===== src/rtl/tank_pkg.sv =====
// rtl/tank_pkg.sv - shared types and screen geometry for the tank shell logic
package tank_pkg;

    typedef enum logic [1:0] {IDLE, FLY, BOOM} shell_state_t;

    typedef enum logic [1:0] {
        DIR_UP    = 2'd0,
        DIR_RIGHT = 2'd1,
        DIR_DOWN  = 2'd2,
        DIR_LEFT  = 2'd3
    } dir_t;

    localparam int SCREEN_W = 640;
    localparam int SCREEN_H = 480;

    function automatic logic [10:0] abs_diff(input logic [10:0] a, input logic [10:0] b);
        return (a >= b) ? (a - b) : (b - a);
    endfunction

endpackage


===== src/rtl/shell_ctrl_if.sv =====
// rtl/shell_ctrl_if.sv - game-side signal bundle between tank logic and the shell controller
interface shell_ctrl_if;

    logic        frame_tick;
    logic [7:0]  keycode;
    logic [9:0]  TankX;
    logic [9:0]  TankY;
    logic [1:0]  tank_dir;
    logic [9:0]  OppX;
    logic [9:0]  OppY;
    logic [9:0]  ShellX;
    logic [9:0]  ShellY;
    logic        shell_active;
    logic        exploding;
    logic        hit;
    logic [3:0]  score;

    modport master (
        output frame_tick, keycode, TankX, TankY, tank_dir, OppX, OppY,
        input  ShellX, ShellY, shell_active, exploding, hit, score
    );

    modport slave (
        input  frame_tick, keycode, TankX, TankY, tank_dir, OppX, OppY,
        output ShellX, ShellY, shell_active, exploding, hit, score
    );

endinterface


===== src/rtl/key_edge.sv =====
// rtl/key_edge.sv - registered key-match level with a press-edge pulse
module key_edge #(
    parameter logic [7:0] CODE = 8'h2C
) (
    input  logic       Clk,
    input  logic       Reset,
    input  logic [7:0] keycode,
    output logic       rise
);

    logic match;
    logic level;

    assign match = (keycode == CODE);

    always_ff @(posedge Clk) begin
        if (Reset) level <= 1'b0;
        else       level <= match;
    end

    assign rise = match & ~level;

endmodule


===== src/rtl/shell_ctrl.sv =====
// rtl/shell_ctrl.sv - single-shell fire/fly/explode controller with hit scoring
module shell_ctrl
    import tank_pkg::*;
#(
    parameter logic [7:0] FIRE_CODE      = 8'h2C,
    parameter int         SHELL_SPEED    = 4,
    parameter int         EXPLODE_FRAMES = 16,
    parameter int         HIT_HALF       = 8
) (
    input  logic         Clk,
    input  logic         Reset,
    shell_ctrl_if.slave  bus
);

    localparam int          CW    = (EXPLODE_FRAMES > 2) ? $clog2(EXPLODE_FRAMES) : 1;
    localparam logic [10:0] SPD   = 11'(SHELL_SPEED);
    localparam logic [10:0] HALF  = 11'(HIT_HALF);
    localparam logic [10:0] MAX_X = 11'(SCREEN_W);
    localparam logic [10:0] MAX_Y = 11'(SCREEN_H);
    localparam logic [CW-1:0] CNT_LOAD = CW'(EXPLODE_FRAMES - 1);

    shell_state_t state, state_n;
    dir_t         dir_q, dir_n;
    logic [9:0]   shell_x, shell_y, x_n, y_n;
    logic [CW-1:0] cnt, cnt_n;
    logic [3:0]   score_q, score_n;
    logic         hit_q, hit_n;
    logic         active_q, boom_q;
    logic         fire_req, fire_edge, pending;
    logic [10:0]  nx, ny;
    logic         oob, hit_now;

    key_edge #(.CODE(FIRE_CODE)) u_key_edge (
        .Clk     (Clk),
        .Reset   (Reset),
        .keycode (bus.keycode),
        .rise    (fire_edge)
    );

    // An edge arriving on the tick itself counts toward that tick.
    assign pending = fire_req | fire_edge;

    always_ff @(posedge Clk) begin
        if (Reset)               fire_req <= 1'b0;
        else if (bus.frame_tick) fire_req <= 1'b0;
        else if (fire_edge)      fire_req <= 1'b1;
    end

    // Candidate position on the latched axis, 11 bits so underflow/overflow are visible.
    always_comb begin
        nx  = {1'b0, shell_x};
        ny  = {1'b0, shell_y};
        oob = 1'b0;
        case (dir_q)
            DIR_UP: begin
                ny  = {1'b0, shell_y} - SPD;
                oob = ({1'b0, shell_y} < SPD);
            end
            DIR_RIGHT: begin
                nx  = {1'b0, shell_x} + SPD;
                oob = (nx >= MAX_X);
            end
            DIR_DOWN: begin
                ny  = {1'b0, shell_y} + SPD;
                oob = (ny >= MAX_Y);
            end
            default: begin
                nx  = {1'b0, shell_x} - SPD;
                oob = ({1'b0, shell_x} < SPD);
            end
        endcase
        hit_now = (abs_diff(nx, {1'b0, bus.OppX}) <= HALF) &&
                  (abs_diff(ny, {1'b0, bus.OppY}) <= HALF);
    end

    always_comb begin
        state_n = state;
        dir_n   = dir_q;
        x_n     = shell_x;
        y_n     = shell_y;
        cnt_n   = cnt;
        score_n = score_q;
        hit_n   = 1'b0;
        case (state)
            IDLE: begin
                if (bus.frame_tick && pending) begin
                    x_n     = bus.TankX;
                    y_n     = bus.TankY;
                    dir_n   = dir_t'(bus.tank_dir);
                    state_n = FLY;
                end
            end
            FLY: begin
                if (bus.frame_tick) begin
                    if (oob) begin
                        state_n = IDLE;
                    end else begin
                        x_n = nx[9:0];
                        y_n = ny[9:0];
                        if (hit_now) begin
                            state_n = BOOM;
                            cnt_n   = CNT_LOAD;
                            hit_n   = 1'b1;
                            if (score_q != 4'd15) score_n = score_q + 4'd1;
                        end
                    end
                end
            end
            BOOM: begin
                if (bus.frame_tick) begin
                    if (cnt == '0) state_n = IDLE;
                    else           cnt_n   = cnt - 1'b1;
                end
            end
            default: state_n = IDLE;
        endcase
    end

    always_ff @(posedge Clk) begin
        if (Reset) begin
            state    <= IDLE;
            dir_q    <= DIR_UP;
            shell_x  <= '0;
            shell_y  <= '0;
            cnt      <= '0;
            score_q  <= '0;
            hit_q    <= 1'b0;
            active_q <= 1'b0;
            boom_q   <= 1'b0;
        end else begin
            state    <= state_n;
            dir_q    <= dir_n;
            shell_x  <= x_n;
            shell_y  <= y_n;
            cnt      <= cnt_n;
            score_q  <= score_n;
            hit_q    <= hit_n;
            active_q <= (state_n == FLY);
            boom_q   <= (state_n == BOOM);
        end
    end

    assign bus.ShellX       = shell_x;
    assign bus.ShellY       = shell_y;
    assign bus.shell_active = active_q;
    assign bus.exploding    = boom_q;
    assign bus.hit          = hit_q;
    assign bus.score        = score_q;

endmodule


===== src/flat_wrapper.sv =====
// flat-port wrapper written by rule: the top's interface ports become plain ports
module shell_ctrl_flat import tank_pkg::*;
#(
    parameter logic [7:0] FIRE_CODE      = 8'h2C,
    parameter int         SHELL_SPEED    = 4,
    parameter int         EXPLODE_FRAMES = 16,
    parameter int         HIT_HALF       = 8
)
  (Clk, Reset, bus_frame_tick, bus_keycode, bus_TankX, bus_TankY, bus_tank_dir, bus_OppX, bus_OppY, bus_ShellX, bus_ShellY, bus_shell_active, bus_exploding, bus_hit, bus_score);
  shell_ctrl_if bus_i ();
  input  logic Clk;
  input  logic Reset;
  input wire logic [$bits(bus_i.frame_tick)-1:0] bus_frame_tick;
  input wire logic [$bits(bus_i.keycode)-1:0] bus_keycode;
  input wire logic [$bits(bus_i.TankX)-1:0] bus_TankX;
  input wire logic [$bits(bus_i.TankY)-1:0] bus_TankY;
  input wire logic [$bits(bus_i.tank_dir)-1:0] bus_tank_dir;
  input wire logic [$bits(bus_i.OppX)-1:0] bus_OppX;
  input wire logic [$bits(bus_i.OppY)-1:0] bus_OppY;
  output wire logic [$bits(bus_i.ShellX)-1:0] bus_ShellX;
  output wire logic [$bits(bus_i.ShellY)-1:0] bus_ShellY;
  output wire logic [$bits(bus_i.shell_active)-1:0] bus_shell_active;
  output wire logic [$bits(bus_i.exploding)-1:0] bus_exploding;
  output wire logic [$bits(bus_i.hit)-1:0] bus_hit;
  output wire logic [$bits(bus_i.score)-1:0] bus_score;
  assign bus_i.frame_tick = bus_frame_tick;
  assign bus_i.keycode = bus_keycode;
  assign bus_i.TankX = bus_TankX;
  assign bus_i.TankY = bus_TankY;
  assign bus_i.tank_dir = bus_tank_dir;
  assign bus_i.OppX = bus_OppX;
  assign bus_i.OppY = bus_OppY;
  assign bus_ShellX = bus_i.ShellX;
  assign bus_ShellY = bus_i.ShellY;
  assign bus_shell_active = bus_i.shell_active;
  assign bus_exploding = bus_i.exploding;
  assign bus_hit = bus_i.hit;
  assign bus_score = bus_i.score;
  shell_ctrl #(.FIRE_CODE(FIRE_CODE), .SHELL_SPEED(SHELL_SPEED), .EXPLODE_FRAMES(EXPLODE_FRAMES), .HIT_HALF(HIT_HALF)) u_core (.Clk(Clk), .Reset(Reset), .bus(bus_i));
endmodule

===== config.mk =====
export PLATFORM = sky130hd
export DESIGN_NAME = shell_ctrl_flat
export DESIGN_NICKNAME = d
export VERILOG_FILES = /design/src/rtl/tank_pkg.sv /design/src/rtl/shell_ctrl_if.sv /design/src/rtl/key_edge.sv /design/src/rtl/shell_ctrl.sv /design/src/flat_wrapper.sv
export SDC_FILE = /design/constraint.sdc
export NUM_CORES = 1
export LEC_CHECK = 0
export CELL_PAD_IN_SITES_DETAIL_PLACEMENT = 1
export CELL_PAD_IN_SITES_GLOBAL_PLACEMENT = 2
export CORE_ASPECT_RATIO = 1.25
export CORE_MARGIN = 2
export CORE_UTILIZATION = 37
export CTS_CLUSTER_SIZE = 20
export DETAILED_ROUTE_END_ITERATION = 8
export DONT_BUFFER_PORTS = 1
export GPL_ROUTABILITY_DRIVEN = 0
export GPL_TIMING_DRIVEN = 1
export PLACE_DENSITY_LB_ADDON = 0.1
export SLEW_MARGIN = 20
export SYNTH_ARGS = -nofsm -noshare
export SYNTH_HDL_FRONTEND = slang
export SYNTH_SLANG_ARGS = --single-unit

===== constraint.sdc =====
create_clock -name Clk -period 6 [get_ports Clk]
set_input_delay 0.9 -clock Clk [delete_from_list [all_inputs] [get_ports Clk]]
set_output_delay 0.9 -clock Clk [all_outputs]
set_load 0.02 [all_outputs]

==> results of run 1 <==
-- path summary, 6_finish.rpt --
path	slack [ns]	endpoint
max	0.36	u_core.cnt[1]$_SDFFE_PP0P_
min	0.49	u_core.fire_req$_SDFFE_PP0P_
max reg2reg	0.36	u_core.cnt[1]$_SDFFE_PP0P_
min reg2reg	0.49	u_core.fire_req$_SDFFE_PP0P_
-- sequential cells by signal, summed over array words and instances (netlist names) --
signal,flops
u_core.bus.ShellX,10
u_core.bus.ShellY,10
u_core.bus.exploding,1
u_core.bus.hit,1
u_core.bus.score,4
u_core.bus.shell_active,1
u_core.cnt,4
u_core.dir_q,2
u_core.fire_req,1
u_core.state,2
u_core.u_key_edge.level,1
-- routing by layer --
| metal | global-route usage [%] | share of wire (%) | vias up |
|---|---|---|---|
| met5 | 0 | 0 | - |
| met4 | 7.41 | 2.6 | 0 |
| met3 | 4.99 | 5.3 | 23 |
| met2 | 42.7 | 52 | 107 |
| met1 | 26.0 | 40 | 2041 |
| li1 | - | - | 2076 |
-- cell families (layout without fill, tap and decap cells) --
kind of cell / Yosys count / count (layout) / synth area share, %
XOR/XNOR: 29 / 29 / 5.93
AND/OR/NAND/NOR: 208 / 208 / 24.8
flip-flops: 37 / 37 / 17.3
buffers and inverters: 92 / 84 / 8.97
adder cells (fa/ha/maj): 46 / 46 / 13.4
AO/OA/AOI/OAI: 163 / 163 / 25.1
multiplexers: 19 / 19 / 4.50
-- per-stage QoR --
step                      cell area, um^2  hold WS [ns]
after floorplan                      4280         0.468
after global placement               4430         0.477
after detailed placement             4430         0.488
after CTS                            4580         0.497
after global routing                 4580         0.543
final                                4580         0.493
-- cells in the final DEF, fill, tap and decap left out, types with 3 or more instances in the layout --
cell       instances
nand3_1           15
inv_1             58
nand2b_1           5
and4_1             3
a311oi_1           3
buf_4             18
o22ai_1            6
nor2b_1           10
nor3b_1            3
nand4_1            9
a211oi_1          14
clkbuf_16          5
o21a_1             7
o211ai_1           6
a21oi_1           55
or3_1              5
a21o_1            14
nor4_1             6
nor2_1            64
a21boi_0           3
xor2_1            13
ha_1              46
nand2_1           41
a31oi_1            5
mux2i_1           17
and2_1             6
xnor2_1           16
and3_1             9
o21ai_0           22
nor3_1            15
dfxtp_1           37
-- power by group through the flow --
stage	clock network, uW	registers (uW)	logic, uW
after floorplan	0	252	84.5
after global placement	0	252	105
after detailed placement	0	252	107
after CTS	288	247	107
after global routing	299	247	120
final	280	247	108
-- worst register-to-register path, cell delays in order, from the launching register on --
cell	delay, ns
dfxtp_1	0.67
nand3_1	0.20
or2_2	0.39
nor2_1	0.10
o21ai_0	0.12
xor2_1	0.29
inv_1	0.08
ha_1	0.41
and4_1	0.30
a31o_2	0.25
a21oi_2	0.32
nand3_1	0.33
mux2_2	0.38
or4_4	0.42
a211oi_2	0.33
and3_1	0.20
or3b_1	0.46
a21oi_1	0.20
a311oi_2	0.06
-- cell type report --
| class | count | area, um^2 |
|---|---|---|
| fill | 1460 | 6610 |
| multi-input combinational | 465 | 3160 |
| sequential | 37 | 741 |
| inverter | 58 | 218 |
| tap | 135 | 169 |
| clock buffer | 6 | 139 |
| timing repair buffer | 18 | 135 |
| clock inverter | 2 | 13.8 |
==> flow_summary_export.csv, run 1 <==
group,metric,value,unit
hold_path,hold_path_startpoint,"u_core.fire_req$_SDFFE_PP0P_",
logic_synthesis,ys_top_cells_by_count,"66 x nor2_1, 58 x inv_1, 55 x a21oi_1",
timing,slew_headroom,35.3,%
finish,layout-drive-gt1-share,7.68,%
logic_synthesis,ys_seq_area_share,17.3,%
clock_tree,hold_buffers,0,
logic_synthesis,synth_nets,693,
timing,slew_violations,0,
finish,n_antenna_cell,0,
finish,synthToLayoutAreaGrowth,6.89,%
timing,skew,0.00688,ns
critical_path,slowest_delay,0.67,ns
logic_synthesis,synth_area,4280,um^2
grt,grt-ovfl-total,0,
critical_path,rr_worst_depth,18,
power_and_ir_drop,swShare,28.0,%
power_and_ir_drop,p_int,457,uW
logic_synthesis,synth_area_leaders,"dfxtp_1 17%, ha_1 13%, a21oi_1 6.4%",
timing,rsz0062_at_grt,"false",
timing,setup_viol,0,
place,place_ws,0.368,ns
critical_path,cp-start-kind,"register",
clock_tree,cts_sinks,37,
grt,antenna_found_initial,0,
power_and_ir_drop,switchingPower,178,uW
finish,stdcell_count,721,
logic_synthesis,ys_ff_latch,37,
critical_path,cp_cell_sequence,"nand3_1 > or2_2 > nor2_1 > o21ai_0 > xor2_1 > inv_1 > ha_1 > and4_1 > a31o_2 > a21oi_2 > nand3_1 > mux2_2 > or4_4 > a211oi_2 > and3_1 > or3b_1 > a21oi_1 > a311oi_2",
critical_path,cp_slowest_cell,"dfxtp_1",
clock_tree,clk_latency,0.29,ns
detailed_routing,dr.pass1.iters,4,
floorplanning,rows,43,
timing,fin_setup_tns,0,ns
critical_path,crit_path_end_kind,"register",
clock_tree,cts_resized,0,
detailed_routing,viasPerCell,5.89,
critical_path,crit_required,6.16,ns
power_and_ir_drop,powerDensity,139,nW/um^2
critical_path,cp_top_family,"simple AND/OR/NAND/NOR gates",
finish,post-route-util,40.9,%
hold_path,hp-class,"register to register",
timing,clock.fmax,0.177,GHz
timing,postLayoutSetupSlackWorst,0.363,ns
floorplanning,die_w,100,um
clock_tree,cts_tree,"done",
timing,hold_viol_final,0,
critical_path,cpMostUsedCell,"nand3_1",
critical_path,crit_path_max_fanout,10,
logic_synthesis,synth_ff_type,"dfxtp_1",
logic_synthesis,yosys.area.top_type_share,17.3,%
power_and_ir_drop,p_comb_share,17.0,%
detailed_routing,wl_per_cell,19.9,um
clock_tree,root_buffer,"clkbuf_16",
clock_tree,cts_buffers,5,
grt,grt_max_degree,38,
clock_tree,clock_path_buffers,2,
run_status,status,"finished clean",
detailed_routing,num_vias,4247,
critical_path,startpoint,"u_core.bus.ShellX[4]$_SDFFE_PP0P_",
critical_path,critPathKind,"register to register",
power_and_ir_drop,p_leak,0.00193,uW
floorplanning,die_h,124,um
clock_tree,clk_transition_reported_paths,0.06,ns
logic_synthesis,ys_warn_count,0,
detailed_routing,drtAntennaViolNets,0,
place,port_buffers,0,
logic_synthesis,synth_edf_count,0,
detailed_routing,wirelength,14300,um
grt,grt_pass1_vias,4424,
detailed_routing,post-route-drc-count,0,
grt,grt_first_pass_wirelength,23100,um
power_and_ir_drop,clkPwrFrac,44.1,%
clock_tree,htree_levels,2,
critical_path,cp.buffers_inverters,1,
grt,track_usage,23.2,%
power_and_ir_drop,ir_worst_vdd,0.107,mV
detailed_routing,first_iter_violations,170,
floorplanning,core,11200,um^2
timing,min_period,5.64,ns
run,cap_violations,0,
place,dp_hpwl,11700,um
critical_path,timing.rr.start,"u_core.bus.ShellX[4]$_SDFFE_PP0P_",
floorplanning,start_util,38.3,%
timing,timing.final.crit_share,94.0,%
clock_tree,post_cts.repair.setup_buffers,0,
power_and_ir_drop,p_seq_share,38.9,%
logic_synthesis,syn_inst,594,
hold_path,hold_depth,2,
power_and_ir_drop,power.total,635,uW
critical_path,cp.arrival,5.80,ns
logic_synthesis,yosysUniqueCellTypes,69,
logic_synthesis,synthArstFlopShare,0,%
floorplanning,die_area,12500,um^2
logic_synthesis,synth_top_cell_by_area,"dfxtp_1",
timing,worst_slew_pin_slew,0.970,ns
logic_synthesis,yosysMostFrequentCell,"nor2_1",
finish,nets,684,
floorplanning,pin_count,80,
critical_path,cp_num_cells,18,
logic_synthesis,syn_area_per_cell,7.21,um^2
place,placed_cells,713,
Power figures use the tool's default switching activity.
==> run 2, diff against run 1 <==
--- a/config.mk
+++ b/config.mk
@@ -13,9 +13,9 @@
 export CTS_CLUSTER_SIZE = 20
 export DETAILED_ROUTE_END_ITERATION = 8
 export DONT_BUFFER_PORTS = 1
-export GPL_ROUTABILITY_DRIVEN = 0
+export GPL_ROUTABILITY_DRIVEN = 1
 export GPL_TIMING_DRIVEN = 1
-export PLACE_DENSITY_LB_ADDON = 0.1
+export PLACE_DENSITY_LB_ADDON = 0.2
 export SLEW_MARGIN = 20
 export SYNTH_ARGS = -nofsm -noshare
 export SYNTH_HDL_FRONTEND = slang
==> flow_summary_export.csv, run 2 (same netlist as run 1, synthesis figures left out) <==
group,metric,value,unit
timing,timing.final.crit_share,92.7,%
timing,setup_viol,0,
critical_path,cp.arrival,5.71,ns
floorplanning,die_area,12500,um^2
finish,final_common_cell,"nor2_1",
grt,grt_max_degree,38,
clock_tree,cts_buffers,5,
hold_path,hold_depth,2,
clock_tree,cts_resized,0,
grt,grt_first_pass_wirelength,22900,um
finish,synthToLayoutAreaGrowth,7.62,%
detailed_routing,post-route-drc-count,0,
finish,stdcell_area,4610,um^2
finish,post-route-util,41.2,%
clock_tree,cts_sinks,37,
hold_path,hp-class,"register to register",
floorplanning,die_h,124,um
power_and_ir_drop,ir_worst_vdd,0.101,mV
detailed_routing,num_vias,4225,
place,port_buffers,0,
grt,antenna_found_initial,0,
detailed_routing,maxUsedRoutingLayer,"met4",
timing,clock.fmax,0.180,GHz
run_status,status,"finished clean",
detailed_routing,viasPerCell,5.87,
clock_tree,clock_path_buffers,2,
timing,slew_violations,0,
clock_tree,cts_tree,"done",
timing,slew_headroom,53.1,%
critical_path,reg2reg_slack,0.44,ns
clock_tree,root_buffer,"clkbuf_16",
floorplanning,start_util,38.3,%
floorplanning,pin_count,80,
critical_path,timing.rr.start,"u_core.bus.ShellX[4]$_SDFFE_PP0P_",
hold_path,hold_path_startpoint,"u_core.fire_req$_SDFFE_PP0P_",
finish,n_antenna_cell,0,
finish,stdcell_count,720,
critical_path,rr_endpoint,"u_core.cnt[1]$_SDFFE_PP0P_",
critical_path,critPathKind,"register to register",
place,place_congestion,0.864,
timing,hold_viol_final,0,
critical_path,cp-start-kind,"register",
power_and_ir_drop,p_leak,0.00195,uW
grt,track_usage,22.7,%
clock_tree,hold_buffers,0,
critical_path,crit_path_max_fanout,10,
finish,nets,683,
timing,skew,0.00499,ns
run,cap_violations,0,
clock_tree,htree_levels,2,
power_and_ir_drop,powerDensity,153,nW/um^2
grt,grt-ovfl-total,0,
clock_tree,clk_transition_reported_paths,0.06,ns
detailed_routing,met1_length,5820,um
detailed_routing,first_iter_violations,145,
place,dp_hpwl,11500,um
critical_path,rr_worst_depth,17,
detailed_routing,met3RoutedLength,594,um
clock_tree,post_cts.repair.setup_buffers,0,
detailed_routing,drtAntennaViolNets,0,
detailed_routing,wl_per_cell,19.6,um
timing,fin_setup_tns,0,ns
place,dpl_cell_area,4420,um^2
timing,rsz0062_at_grt,"false",
floorplanning,core,11200,um^2
detailed_routing,wl_met2,7520,um
floorplanning,die_w,100,um
hold_path,holdPathEnd,"u_core.fire_req$_SDFFE_PP0P_",
timing,worst_slew_pin_slew,0.698,ns
detailed_routing,wirelength,14100,um
detailed_routing,dr.pass1.iters,4,
floorplanning,rows,43,
critical_path,crit_path_end_kind,"register",
critical_path,crit_required,6.15,ns
finish,final_cell_mix,"65 x nor2_1, 58 x inv_1, 55 x a21oi_1, 46 x ha_1, 41 x nand2_1",
timing,min_period,5.56,ns
finish,layout-drive-gt1-share,7.35,%
grt,grt_pass1_vias,4296,
place,placed_cells,712,
clock_tree,clk_latency,0.28,ns
run 2: layout make-up:
class / instances / area (um^2)
Clock buffer: 5 / 125
Clock inverter: 3 / 68.8
Fill cell: 1427 / 6580
Inverter: 58 / 218
Multi-Input combinational cell: 465 / 3160
Sequential cell: 37 / 741
Tap cell: 135 / 169
Timing Repair Buffer: 17 / 128
run 2: routing by layer:
| metal | up-vias | global-route usage, % |
|---|---|---|
| li1 | 2081 | - |
| met1 | 2057 | 27.1 |
| met2 | 77 | 41.8 |
| met3 | 10 | 4.71 |
| met4 | 0 | 3.95 |
| met5 | - | 0 |
run 2: where the power goes:
part / internal, uW / switching, uW / leakage, uW
logic: 45.4 / 61.0 / 0.00155
clock network: 240 / 110 / 0.0000944
registers: 246 / 0.978 / 0.000298
run 2: worst max path at each step:
stage / start / to / cells after the start
2_1_floorplan: u_core.bus.ShellX[5]$_SDFFE_PP0P_ / u_core.cnt[1]$_SDFFE_PP0P_ / 21
3_3_place_gp: u_core.bus.ShellX[4]$_SDFFE_PP0P_ / u_core.cnt[1]$_SDFFE_PP0P_ / 17
3_5_place_dp: u_core.bus.ShellX[4]$_SDFFE_PP0P_ / u_core.cnt[1]$_SDFFE_PP0P_ / 17
4_1_cts: u_core.bus.ShellX[4]$_SDFFE_PP0P_ / u_core.cnt[1]$_SDFFE_PP0P_ / 17
5_1_grt: u_core.bus.ShellX[4]$_SDFFE_PP0P_ / u_core.cnt[1]$_SDFFE_PP0P_ / 17
6_report: u_core.bus.ShellX[4]$_SDFFE_PP0P_ / u_core.cnt[1]$_SDFFE_PP0P_ / 17
run 2: worst max-delay path, cell delays in order (launching register included):
cell and delay (ns):
dfxtp_1 0.65, nand3_1 0.19, or2_2 0.39, nor3_1 0.19
o21ai_0 0.20, xnor2_1 0.36, ha_1 0.41, and3_1 0.21
a31o_2 0.25, a21oi_2 0.30, nand3_1 0.32, mux2_2 0.37
or4_4 0.41, a211oi_2 0.24, and3_1 0.17, or3b_1 0.49
a21oi_1 0.21, a311oi_2 0.07
run 2: per-stage QoR:
stage          power (uW)  hold slack (ns)  worst slack, ns
2_1_floorplan         337            0.468             1.15
5_1_grt               739            0.537           0.0448
3_3_place_gp          356            0.478            0.691
6_report              703            0.497            0.437
4_1_cts               711            0.504            0.419
3_5_place_dp          358            0.492            0.433
